File: src/rtl/buf_idx_alloc.sv
// Shared-buffer slot allocator: a circular free list of slot indices handed out to
// input channels, with per-channel quotas and double-free rejection on release.
module buf_idx_alloc #(
    parameter int DEPTH  = 3,
    parameter int PTR_SZ = 2,
    parameter int NUM_CH = 2,
    parameter int CH_SZ  = 1,
    parameter int QUOTA  = 3
) (
    input  logic                         clk,
    input  logic                         rst,
    input  logic                         alloc_req,
    input  logic [CH_SZ-1:0]             alloc_ch,
    output logic                         alloc_gnt,
    output logic [PTR_SZ-1:0]            alloc_idx,
    input  logic                         free_req,
    input  logic [CH_SZ-1:0]             free_ch,
    input  logic [PTR_SZ-1:0]            free_idx,
    output logic                         free_err,
    output logic [PTR_SZ:0]              free_cnt,
    output logic [NUM_CH*(PTR_SZ+1)-1:0] ch_cnt,
    output logic                         init_done
);

    localparam int SLOTS = 1 << PTR_SZ;
    localparam logic [PTR_SZ:0] DEPTH_CNT = (PTR_SZ+1)'(DEPTH);

    typedef enum logic {S_INIT, S_READY} state_t;

    state_t              state_reg, state_next;
    logic [PTR_SZ-1:0]   k_reg, k_next;
    logic [PTR_SZ-1:0]   rd_ptr_reg, rd_ptr_next;
    logic [PTR_SZ-1:0]   wr_ptr_reg, wr_ptr_next;
    logic [PTR_SZ:0]     free_cnt_reg, free_cnt_next;
    logic [PTR_SZ:0]     ch_cnt_reg  [NUM_CH];
    logic [PTR_SZ:0]     ch_cnt_next [NUM_CH];
    logic [SLOTS-1:0]    in_use_reg, in_use_next;
    logic                gnt_reg, gnt_next;
    logic [PTR_SZ-1:0]   idx_reg, idx_next;
    logic                err_reg, err_next;
    logic                done_reg, done_next;

    logic [PTR_SZ-1:0]   list_mem [DEPTH];
    logic                list_we;
    logic [PTR_SZ-1:0]   list_waddr, list_wdata;
    logic [PTR_SZ-1:0]   head;
    logic                alloc_ok, free_ok;

    // Pointers wrap at DEPTH, which need not be a power of two.
    function automatic logic [PTR_SZ-1:0] ptr_inc(input logic [PTR_SZ-1:0] p);
        return (int'(p) == DEPTH - 1) ? '0 : p + 1'b1;
    endfunction

    assign head = list_mem[rd_ptr_reg];

    // Both decisions look only at pre-edge state, so a same-cycle release never
    // bypasses an empty list or a full quota.
    assign alloc_ok = alloc_req && (free_cnt_reg != '0) && (int'(alloc_ch) < NUM_CH)
                      && (int'(ch_cnt_reg[alloc_ch]) < QUOTA);
    assign free_ok  = free_req && (int'(free_ch) < NUM_CH) && (int'(free_idx) < DEPTH)
                      && in_use_reg[free_idx] && (ch_cnt_reg[free_ch] != '0);

    always_comb begin
        state_next    = state_reg;
        k_next        = k_reg;
        rd_ptr_next   = rd_ptr_reg;
        wr_ptr_next   = wr_ptr_reg;
        free_cnt_next = free_cnt_reg;
        in_use_next   = in_use_reg;
        for (int i = 0; i < NUM_CH; i++) ch_cnt_next[i] = ch_cnt_reg[i];
        gnt_next      = 1'b0;
        idx_next      = idx_reg;
        err_next      = 1'b0;
        done_next     = done_reg;
        list_we       = 1'b0;
        list_waddr    = k_reg;
        list_wdata    = k_reg;
        case (state_reg)
            S_INIT: begin
                list_we  = 1'b1;
                err_next = free_req;
                if (int'(k_reg) == DEPTH - 1) begin
                    state_next    = S_READY;
                    free_cnt_next = DEPTH_CNT;
                    wr_ptr_next   = '0;
                    done_next     = 1'b1;
                end else begin
                    k_next = k_reg + 1'b1;
                end
            end
            S_READY: begin
                gnt_next = alloc_ok;
                err_next = free_req && !free_ok;
                if (alloc_ok) begin
                    idx_next              = head;
                    rd_ptr_next           = ptr_inc(rd_ptr_reg);
                    in_use_next[head]     = 1'b1;
                    ch_cnt_next[alloc_ch] = ch_cnt_next[alloc_ch] + 1'b1;
                end
                if (free_ok) begin
                    list_we               = 1'b1;
                    list_waddr            = wr_ptr_reg;
                    list_wdata            = free_idx;
                    wr_ptr_next           = ptr_inc(wr_ptr_reg);
                    in_use_next[free_idx] = 1'b0;
                    ch_cnt_next[free_ch]  = ch_cnt_next[free_ch] - 1'b1;
                end
                if (alloc_ok && !free_ok)
                    free_cnt_next = free_cnt_reg - 1'b1;
                else if (free_ok && !alloc_ok)
                    free_cnt_next = free_cnt_reg + 1'b1;
            end
            default: state_next = S_INIT;
        endcase
    end

    always_ff @(posedge clk or posedge rst) begin
        if (rst) begin
            state_reg    <= S_INIT;
            k_reg        <= '0;
            rd_ptr_reg   <= '0;
            wr_ptr_reg   <= '0;
            free_cnt_reg <= '0;
            in_use_reg   <= '0;
            for (int i = 0; i < NUM_CH; i++) ch_cnt_reg[i] <= '0;
            gnt_reg      <= 1'b0;
            idx_reg      <= '0;
            err_reg      <= 1'b0;
            done_reg     <= 1'b0;
        end else begin
            state_reg    <= state_next;
            k_reg        <= k_next;
            rd_ptr_reg   <= rd_ptr_next;
            wr_ptr_reg   <= wr_ptr_next;
            free_cnt_reg <= free_cnt_next;
            in_use_reg   <= in_use_next;
            for (int i = 0; i < NUM_CH; i++) ch_cnt_reg[i] <= ch_cnt_next[i];
            gnt_reg      <= gnt_next;
            idx_reg      <= idx_next;
            err_reg      <= err_next;
            done_reg     <= done_next;
        end
    end

    // Free-list storage carries no reset; INIT rewrites every entry.
    always_ff @(posedge clk) begin
        if (list_we) list_mem[list_waddr] <= list_wdata;
    end

    generate
        for (genvar gi = 0; gi < NUM_CH; gi++) begin : g_ch_cnt
            assign ch_cnt[gi*(PTR_SZ+1) +: PTR_SZ+1] = ch_cnt_reg[gi];
        end
    endgenerate

    assign alloc_gnt = gnt_reg;
    assign alloc_idx = idx_reg;
    assign free_err  = err_reg;
    assign free_cnt  = free_cnt_reg;
    assign init_done = done_reg;

endmodule
File: config.mk
export PLATFORM = sky130hd
export DESIGN_NAME = buf_idx_alloc
export DESIGN_NICKNAME = d
export VERILOG_FILES = /design/src/rtl/buf_idx_alloc.sv
export SDC_FILE = /design/constraint.sdc
export NUM_CORES = 1
export LEC_CHECK = 0
export CORE_MARGIN = 10
export CORE_UTILIZATION = 59
export DETAILED_ROUTE_END_ITERATION = 16
export PLACE_DENSITY = 0.93
export SLEW_MARGIN = 40
export SYNTH_ARGS = -nofsm -noshare
export SYNTH_HDL_FRONTEND = slang
export SYNTH_SLANG_ARGS = --single-unit
File: constraint.sdc
create_clock -name clk -period 3.24 [get_ports clk]
set_input_delay 0.324 -clock clk [delete_from_list [all_inputs] [get_ports clk]]
set_output_delay 0.324 -clock clk [all_outputs]
set_load 0.05 [all_outputs]
* Word-level counts from Yosys, hierarchy flattened
Memories as Yosys holds them, arrays and structs flattened.
Index checks and enable logic that the tools add are counted.
** Storage, ports and cells
- Register bits after elaboration :: 25
- RAM bits :: 6
- Input port bits :: 8
- Logic and storage cells :: 112
- Memories kept :: 1
** Operators by class
- $add $sub $neg :: 7
- Order comparisons :: 10
- Equal/unequal tests :: 6
- Multiplexer cells :: 48
- Bitwise gates (word level) :: 7
- Reduce and logical (&&, ||, !) cells :: 21
** Memories
- list_mem :: depth 3, width 2, rd ports 1, clocked after memory_dff 0, wr ports 1, line 43 : logic [PTR_SZ-1:0] list_mem [DEPTH];
** Operators with widths (number)
- $mux 3 :: 14
- $mux 6 :: 3
- $mux 2 :: 8
- $bwmux 6 :: 2
- $logic_and 1x1->1 :: 12
- $mux 4 :: 3
- $reduce_and 2->1 :: 5
- $mux 1 :: 9
- $add 2x1->2 const B :: 3
- $add 3x1->3 const B :: 2
- $demux 3 s1 :: 2
- $eq 2x2->1 const B :: 3
- $lt 2x3->1 const B :: 2
- $pmux 3 s2 :: 1
- $reduce_bool 3->1 :: 2
- $sub 3x1->3 const B :: 2
- $and 4x4->4 :: 1
- $demux 1 s2 :: 2
- $ge 2x1->1 const B :: 2
- $ge 2x2->1 const B :: 2
- $lt 2x1->1 const B :: 2
- $not 1->2 :: 2
- $not 4->4 :: 1
- $or 4x4->4 :: 1
- other kinds (10) :: 13

* Depth between registers and ports, before layout
Gate-level depths: netlist of run 1.
- Word-level depth :: 14
- Depth in mapped cells :: 10
- Depth with buffers taken out :: 9

* Least setup slack after synthesis of run 1
OpenSTA, ideal clock, no wires.
- Path type :: reg-to-reg
- Start :: reg free_cnt_reg[2] (netlist: free_cnt[2])
- End :: reg ch_cnt_reg, in the netlist ch_cnt[4]
- Library setup time :: 0.125 ns
- Arrival time :: 2.250 ns
- Data required time :: 3.115 ns
- Slack :: 0.865 ns
- Stages on the path, launching flop included :: 9
- Path buffers :: 0
- Clock period less this slack :: 2.375 ns
- Cells stage by stage :: dfrtp_1 -> o31ai_4 -> nor4_2 -> nand2_1 -> o21ai_0 -> o21ai_0 -> ha_1 -> mux2i_1 -> mux2_2
** On the way
- Longest elaborated chain between the ends :: 11
** Ends and longest elaborated chain
- from (decl) :: line 34 : logic [PTR_SZ:0] free_cnt_reg, free_cnt_next;
- from (signal assigned) :: line 135 : free_cnt_reg <= free_cnt_next;
- $reduce_bool 3->1 * :: line 58 : assign alloc_ok = alloc_req && (free_cnt_reg != '0) && (int'(alloc_ch) < NUM_CH)
- $logic_and 1x1->1 * :: line 58
- $logic_and 1x1->1 * :: line 59 : && (int'(ch_cnt_reg[alloc_ch]) < QUOTA);
- $mux 6 * :: line 94 : if (alloc_ok) begin
- $mux 6 * :: line 78 : case (state_reg)
- $mux 3 (implied by the code) (3 in series) :: line 106 : ch_cnt_next[free_ch] = ch_cnt_next[free_ch] - 1'b1;
- $sub 3x1->3 :: line 106
- $bwmux 6 :: line 106
- $mux 6 * :: line 100 : if (free_ok) begin
- to (decl) :: line 35 : logic [PTR_SZ:0] ch_cnt_reg [NUM_CH];
Every way passes the cells marked *; elsewhere a longest branch is shown, timed or not. The select of a mux whose other input is x is not followed.
A chain may end at the register's enable or synchronous reset.

* Worst setup path in the final report of run 1
- Start :: in alloc_ch
- End :: reg ch_cnt_reg, in the netlist ch_cnt[4]
** On the way
- Longest elaborated chain between the ends :: 14
- Elaborated cells between the ends (all ways) :: 21
- Those cells by class :: add/sub (2); order compare (3); mux (13); bitwise (1); reduce/logical (2)
** Ends and longest elaborated chain
- from (decl) :: line 13 : input logic [CH_SZ-1:0] alloc_ch,
- $not 1->2 (implied by the code) * :: line 59, 98
- $mux 3 (implied by the code), or another cell as far along :: line 59, 98
- $mux 3 (implied by the code) / $logic_and 1x1->1 (equally long branches) :: line 59, 98
- $mux 3, on equally long branches :: line 59, 98
- $add 3x1->3, or another cell as far along :: line 98 : ch_cnt_next[alloc_ch] = ch_cnt_next[alloc_ch] + 1'b1;
- $bwmux 6 / $logic_and 1x1->1 (equally long branches) :: line 98, 59
- $mux 6 * :: line 94
- $mux 6 * :: line 78
- $mux 3 (implied by the code) (3 in series) :: line 106
- $sub 3x1->3 :: line 106
- $bwmux 6 :: line 106
- $mux 6 * :: line 100
Marked as above.

==> results.toml, run 1 <==
[setup_path]
cp_top_family = "simple AND/OR/NAND/NOR gates"
cp_slowest_cell = "clkdlybuf4s50_1"
worstPathRequired_ps = 3460
startpoint_type = "input pin"
crit_start = "alloc_ch"
crit_path_frequent_cell = "o21ai_0"
slowest_delay_ps = 650
critical_path_class = "in2reg"
worstPathCellList = "clkdlybuf4s50_1 -> and3b_1 -> nor4_2 -> nand2_1 -> o21ai_0 -> o21ai_0 -> ha_1 -> mux2i_1 -> mux2_2"
cp_max_fo = 9
cp.depth = 9
regToRegStartpoint = "ch_cnt[0]"
reg2reg_depth = 7
arrival_ps = 2740
cp_num_buf_inv = 1
cp-end-kind = "flop"

[die]
num_rows = 19
die-width_um = 74.99
die_y_um = 74.99
die-area_mm2 = 0.005624
ios = 22
initial_core_util = 0.6307
core-area_mm2 = 0.002829

[synth]
yosysUniqueCellTypes = 53
yosysMostFrequentCell = "dfrtp_1"
synth_top_cell_by_area = "dfrtp_1"
synth_edf_count = 6
synth_area_mm2 = 0.001784
synth-main-ff-cell = "dfrtp_1"
syn_inst = 169
synth.avg_cell_area_um2 = 10.56
ys_seq_area_frac = 0.4376
ys_top_cells_by_area = "dfrtp_1 34%, edfxtp_1 10%, mux2i_1 4.5%"
yosysWarnings = 0
synth_fp_nets = 181
async_reset_ff_frac = 0.8000
synth-seq-cells = 30
yosys-top-cells-count = "24 x dfrtp_1, 15 x nand2_1, 12 x inv_1"
synth_top_area_share = 0.3366

[power]
pwr-share-seq = 0.351
switching_share = 0.4657
power.share.combinational = 0.528
p_int_uw = 1013
max-vdd-ir-drop_uv = 695.2
p_per_area_mw_per_mm2 = 922.7
p_leak_uw = 0.0008141
netSwitchingPower_uw = 882.7
clock_power_share = 0.120

[sta]
skew_ps = 4.868
hold_violations = 0
final_max_slew_viol_count = 0
rsz0062_at_grt = "false"
fmax_ghz = 0.3972
finalCriticalPeriod_ps = 2518
timing.hold.ws_ps = 343.7
setup_slack_ps = 722.1
setup_viol_count_final = 0
fin_crit_sh = 0.7771
worst_pin_slew_ps = 707.1
fin_tns_setup_ps = 0
relSlewSlack = 0.5286

[route]
antenna_left = 0
wl_per_cell_um = 18.10
drc = 0
vias = 1426
drt-initial-drc-count = 141
dr.pass1.iters = 4
routed_wirelength_um = 4037
viasPerCell = 6.395

[cts]
clock_latency_ps = 330
clock_sinks = 30
clkSlewWorstSetupHoldPaths_ps = 90
cts_tree = "yes"
clk_path_buf_depth = 2
cts_buffers = 5
cts_post_setup_buffers_inserted = 0
root_buffer = "clkbuf_4"
cts_hold_buf = 0
cts_resized = 0
htreeDepth = 2

[final_layout]
final_core_util = 0.7262
layout-drive-gt1-share = 0.1563
fin_nets = 203
n_antenna_cell = 0
post-route-cell-area_mm2 = 0.002054
area_growth_pct = 15.15

[place]
portBuffers = 21
place_ws_ps = 411.5
dp_hpwl_um = 2978
gp_congestion = 0.9109
place_area_mm2 = 0.001994

[global_routing]
antenna_found_initial = 0
grt_pass1_vias = 1426
grt_max_degree = 25
track_usage = 0.1557
grt_pass1_wl_um = 6741
grt_overflow = 0

[status]
status = "finished, final reports clean"

[min_path]
hold_class = "in2async"

[job]
cap_viol_max_count = 0
## power by group through the flow
stage	combinational, µW	sequential (µW)	clock [µW]
finish	1000	666	228
global route	1080	687	258
floorplan	485	889	0
global placement	954	657	0
CTS	1010	663	233
detailed placement	997	667	0
## cells by family (layout without fill, tap and decap cells)
logic type | count (synthesis) | count (layout) | share of synthesized area
flip-flops | 30 | 30 | 0.4376
buffers and inverters | 19 | 42 | 0.05119
AND/OR/NAND/NOR | 56 | 56 | 0.1992
adder cells (fa/ha/maj) | 4 | 4 | 0.03226
XOR/XNOR | 6 | 6 | 0.02945
multiplexers | 15 | 15 | 0.08906
AO/OA/AOI/OAI | 39 | 39 | 0.1613
## final cells by class
cell class                 count  area, µm²
clock inverter                 1      5.005
fill                         200      774.5
sequential                    30      780.7
multi-input combinational    120      912.1
tap                           31      38.79
inverter                      12      45.04
timing repair buffer          22      217.7
clock buffer                   7      55.05
## metal layers
layer  vias to the layer above  share of wire  track usage  wire, µm
met1                       707           0.42       0.1807      1708
met5                         -              0            0         0
met3                         9          0.060      0.05913       243
li1                        667              -            -         -
met2                        43           0.50       0.2581      2030
met4                         0          0.014      0.05252        55
## placed cells by master, fill, tap and decap left out, types with 2 or more instances in the layout
| cell | netlist | final |
|---|---|---|
| a211oi_2 | 2 | 2 |
| clkbuf_4 | 0 | 5 |
| mux2i_1 | 8 | 8 |
| nor3_1 | 7 | 7 |
| nand2b_1 | 2 | 2 |
| xor2_1 | 4 | 4 |
| nand4_1 | 3 | 3 |
| clkdlybuf4s50_1 | 0 | 21 |
| a21o_1 | 2 | 2 |
| nor2_1 | 7 | 7 |
| o21a_1 | 2 | 2 |
| or4_1 | 3 | 3 |
| dfrtp_1 | 24 | 24 |
| inv_1 | 12 | 11 |
| o21ai_0 | 10 | 10 |
| a21oi_1 | 6 | 6 |
| mux2_2 | 7 | 7 |
| a31oi_1 | 3 | 3 |
| a32o_1 | 3 | 3 |
| xnor2_1 | 2 | 2 |
| edfxtp_1 | 6 | 6 |
| nand2_1 | 15 | 15 |
| nand3_1 | 4 | 4 |
| ha_1 | 3 | 3 |
## metrics by stage
step,std cells,power [µW]
floorplan,169,1374
global placement,215,1611
detailed placement,215,1664
CTS,223,1900
global route,223,2022
finish,223,1896
## final timing paths
| check | to | slack (ps) |
|---|---|---|
| worst max register to register | free_cnt[2] | 880 |
| worst max-delay path | ch_cnt[4] | 720 |
| max in group asynchronous | ch_cnt[2] | 2560 |
| min in group clk | init_done | 470 |
| worst min register to register | init_done | 470 |
| worst min-delay path | in_use_reg[2] | 340 |
Note: power is estimated with default switching activity, not from simulation.
==> run 2: changes to the inputs <==
--- a/config.mk
+++ b/config.mk
@@ -6,9 +6,9 @@
 export NUM_CORES = 1
 export LEC_CHECK = 0
 export CORE_MARGIN = 10
-export CORE_UTILIZATION = 59
+export CORE_UTILIZATION = 50
 export DETAILED_ROUTE_END_ITERATION = 16
-export PLACE_DENSITY = 0.93
+export PLACE_DENSITY = 0.85
 export SLEW_MARGIN = 40
 export SYNTH_ARGS = -nofsm -noshare
 export SYNTH_HDL_FRONTEND = slang
==> constraint.sdc (replaced) <==
create_clock -name clk -period 2.2 [get_ports clk]
set_input_delay 0.22 -clock clk [delete_from_list [all_inputs] [get_ports clk]]
set_output_delay 0.22 -clock clk [all_outputs]
set_load 0.05 [all_outputs]
==> results.toml, run 2 (synthesized netlist as in run 1, its figures left out) <==
[global_routing]
grt_pass1_vias = 1505
grt_pass1_wl_um = 7182
grt_overflow = 0
antenna_found_initial = 0
grt_max_degree = 25
track_usage = 0.1442

[job]
cap_viol_max_count = 0

[setup_path]
arrival_ps = 2440
worstPathRequired_ps = 2430
startpoint_type = "flop"
cp_max_fo = 5
critical_path_class = "reg2reg"
cp-end-kind = "flop"

[sta]
worst_pin_slew_ps = 506.2
setup_viol_count_final = 1
skew_ps = 12.21
finalCriticalPeriod_ps = 2205
final_max_slew_viol_count = 0
rsz0062_at_grt = "true"
relSlewSlack = 0.6615
hold_violations = 0
fin_crit_sh = 1.002
fin_tns_setup_ps = -5.323
setup_slack_ps = -5.323
fmax_ghz = 0.4534

[place]
place_area_mm2 = 0.002247
dp_hpwl_um = 3258
portBuffers = 21
gp_congestion = 0.8564

[route]
drt-initial-drc-count = 104
routed_wirelength_um = 4659
antenna_left = 0
drc = 0
vias = 1566
dr.pass1.iters = 4
wl_per_cell_um = 17.13
viasPerCell = 5.757

[final_layout]
nFillCells = 228
layout_common_cells = "34 x buf_4, 20 x clkdlybuf4s50_1, 15 x dfrtp_1"
fin_nets = 237
layout-drive-gt1-share = 0.3584
n_antenna_cell = 0
final_common_cell = "buf_4"
area_growth_pct = 37.31
post-route-cell-area_mm2 = 0.002450

[power]
power.share.combinational = 0.531
p_leak_uw = 0.001012
pwr-share-seq = 0.290
p_per_area_mw_per_mm2 = 1382
p_int_uw = 1949
switching_share = 0.4241
max-vdd-ir-drop_uv = 891.8
clock_power_share = 0.178
netSwitchingPower_uw = 1435

[die]
ios = 22
die-width_um = 79.74
core-area_mm2 = 0.003390
initial_core_util = 0.5264
num_rows = 21
die-area_mm2 = 0.006358
die_y_um = 79.74

[cts]
clock_latency_ps = 350
clkSlewWorstSetupHoldPaths_ps = 110
root_buffer = "clkbuf_4"
clock_sinks = 30
cts_tree = "yes"
htreeDepth = 2
cts_hold_buf = 0
clk_path_buf_depth = 2
cts_buffers = 5

[min_path]
hold_class = "in2async"

[status]
status = "finished with violations"
violations = "setup timing"
run 2: cell types whose count changed in the layout (fill, tap and decap cells not counted), moves of 2 or more:
| cell | delta |
|---|---|
| dfrtp_2 | +9 |
| dfrtp_1 | -9 |
| bufinv_16 | +2 |
| o21ai_1 | +2 |
| buf_4 | +33 |
| o21ai_0 | -3 |
run 2: path summary, 6_finish.rpt:
check                                    end  cells after the start  slack [ps]  startpoint
worst max-delay path               ch_cnt[4]                      8          -5   ch_cnt[0]
max in group asynchronous          ch_cnt[0]                      3        1730         rst
min in group clk                   init_done                      1         470   init_done
worst max register to register     ch_cnt[4]                      8          -5   ch_cnt[0]
worst min-delay path            alloc_idx[0]                      3         200         rst
worst min register to register     init_done                      1         470   init_done
run 2: what timing repair did:
action,CTS,global route
gates cloned,0,0
pin swaps,0,6
buffers inserted,0,8
resized for setup,1,11
endpoints found under the setup margin,1,6
run 2: area by class of cell:
type	count	area, µm²	area share
Clock inverter	2	60.06	0.02451
Inverter	12	45.04	0.01839
Timing Repair Buffer	56	475.5	0.1941
Clock buffer	6	51.30	0.02094
Tap cell	46	57.56	0.02349
Multi-Input combinational cell	120	968.4	0.3953
Sequential cell	30	792.0	0.3233
run 2: power groups by stage:
| stage | clock network (µW) | logic (µW) | registers [µW] |
|---|---|---|---|
| after floorplan | 0 | 741 | 1330 |
| after global placement | 0 | 1570 | 976 |
| after detailed placement | 0 | 1620 | 993 |
| after CTS | 608 | 1640 | 979 |
| after global routing | 628 | 1920 | 1010 |
| final | 604 | 1800 | 983 |
run 2: through the flow:
| step | util | hold WS (ps) | total power, µW | instances | setup WS, ps |
|---|---|---|---|---|---|
| 2_1_floorplan | - | 234.0 | 2072 | 169 | 15.51 |
| 3_3_place_gp | 0.6630 | 441.9 | 2547 | 256 | -263.0 |
| 3_5_place_dp | 0.6630 | 454.7 | 2614 | 256 | -391.1 |
| 4_1_cts | 0.6955 | 208.4 | 3224 | 264 | 68.51 |
| 5_1_grt | 0.7228 | 259.7 | 3560 | 272 | -88.91 |
| 6_report | 0.7228 | 203.2 | 3385 | 272 | -5.323 |
run 2: layer usage:
layer | share of wire | GRT usage
met2 | 0.50 | 0.2217
met4 | 0.017 | 0.06338
met1 | 0.42 | 0.1747
met5 | 0 | 0
met3 | 0.059 | 0.05631
run 2: worst max-delay path, cell delays in order (launching register included):
cell and delay (ps):
dfrtp_2 450, and3b_2 270, nor4_4 300, buf_6 170, xor2_1 180, o21ai_1 90, ha_1 310, mux2i_1 70
mux2_2 270
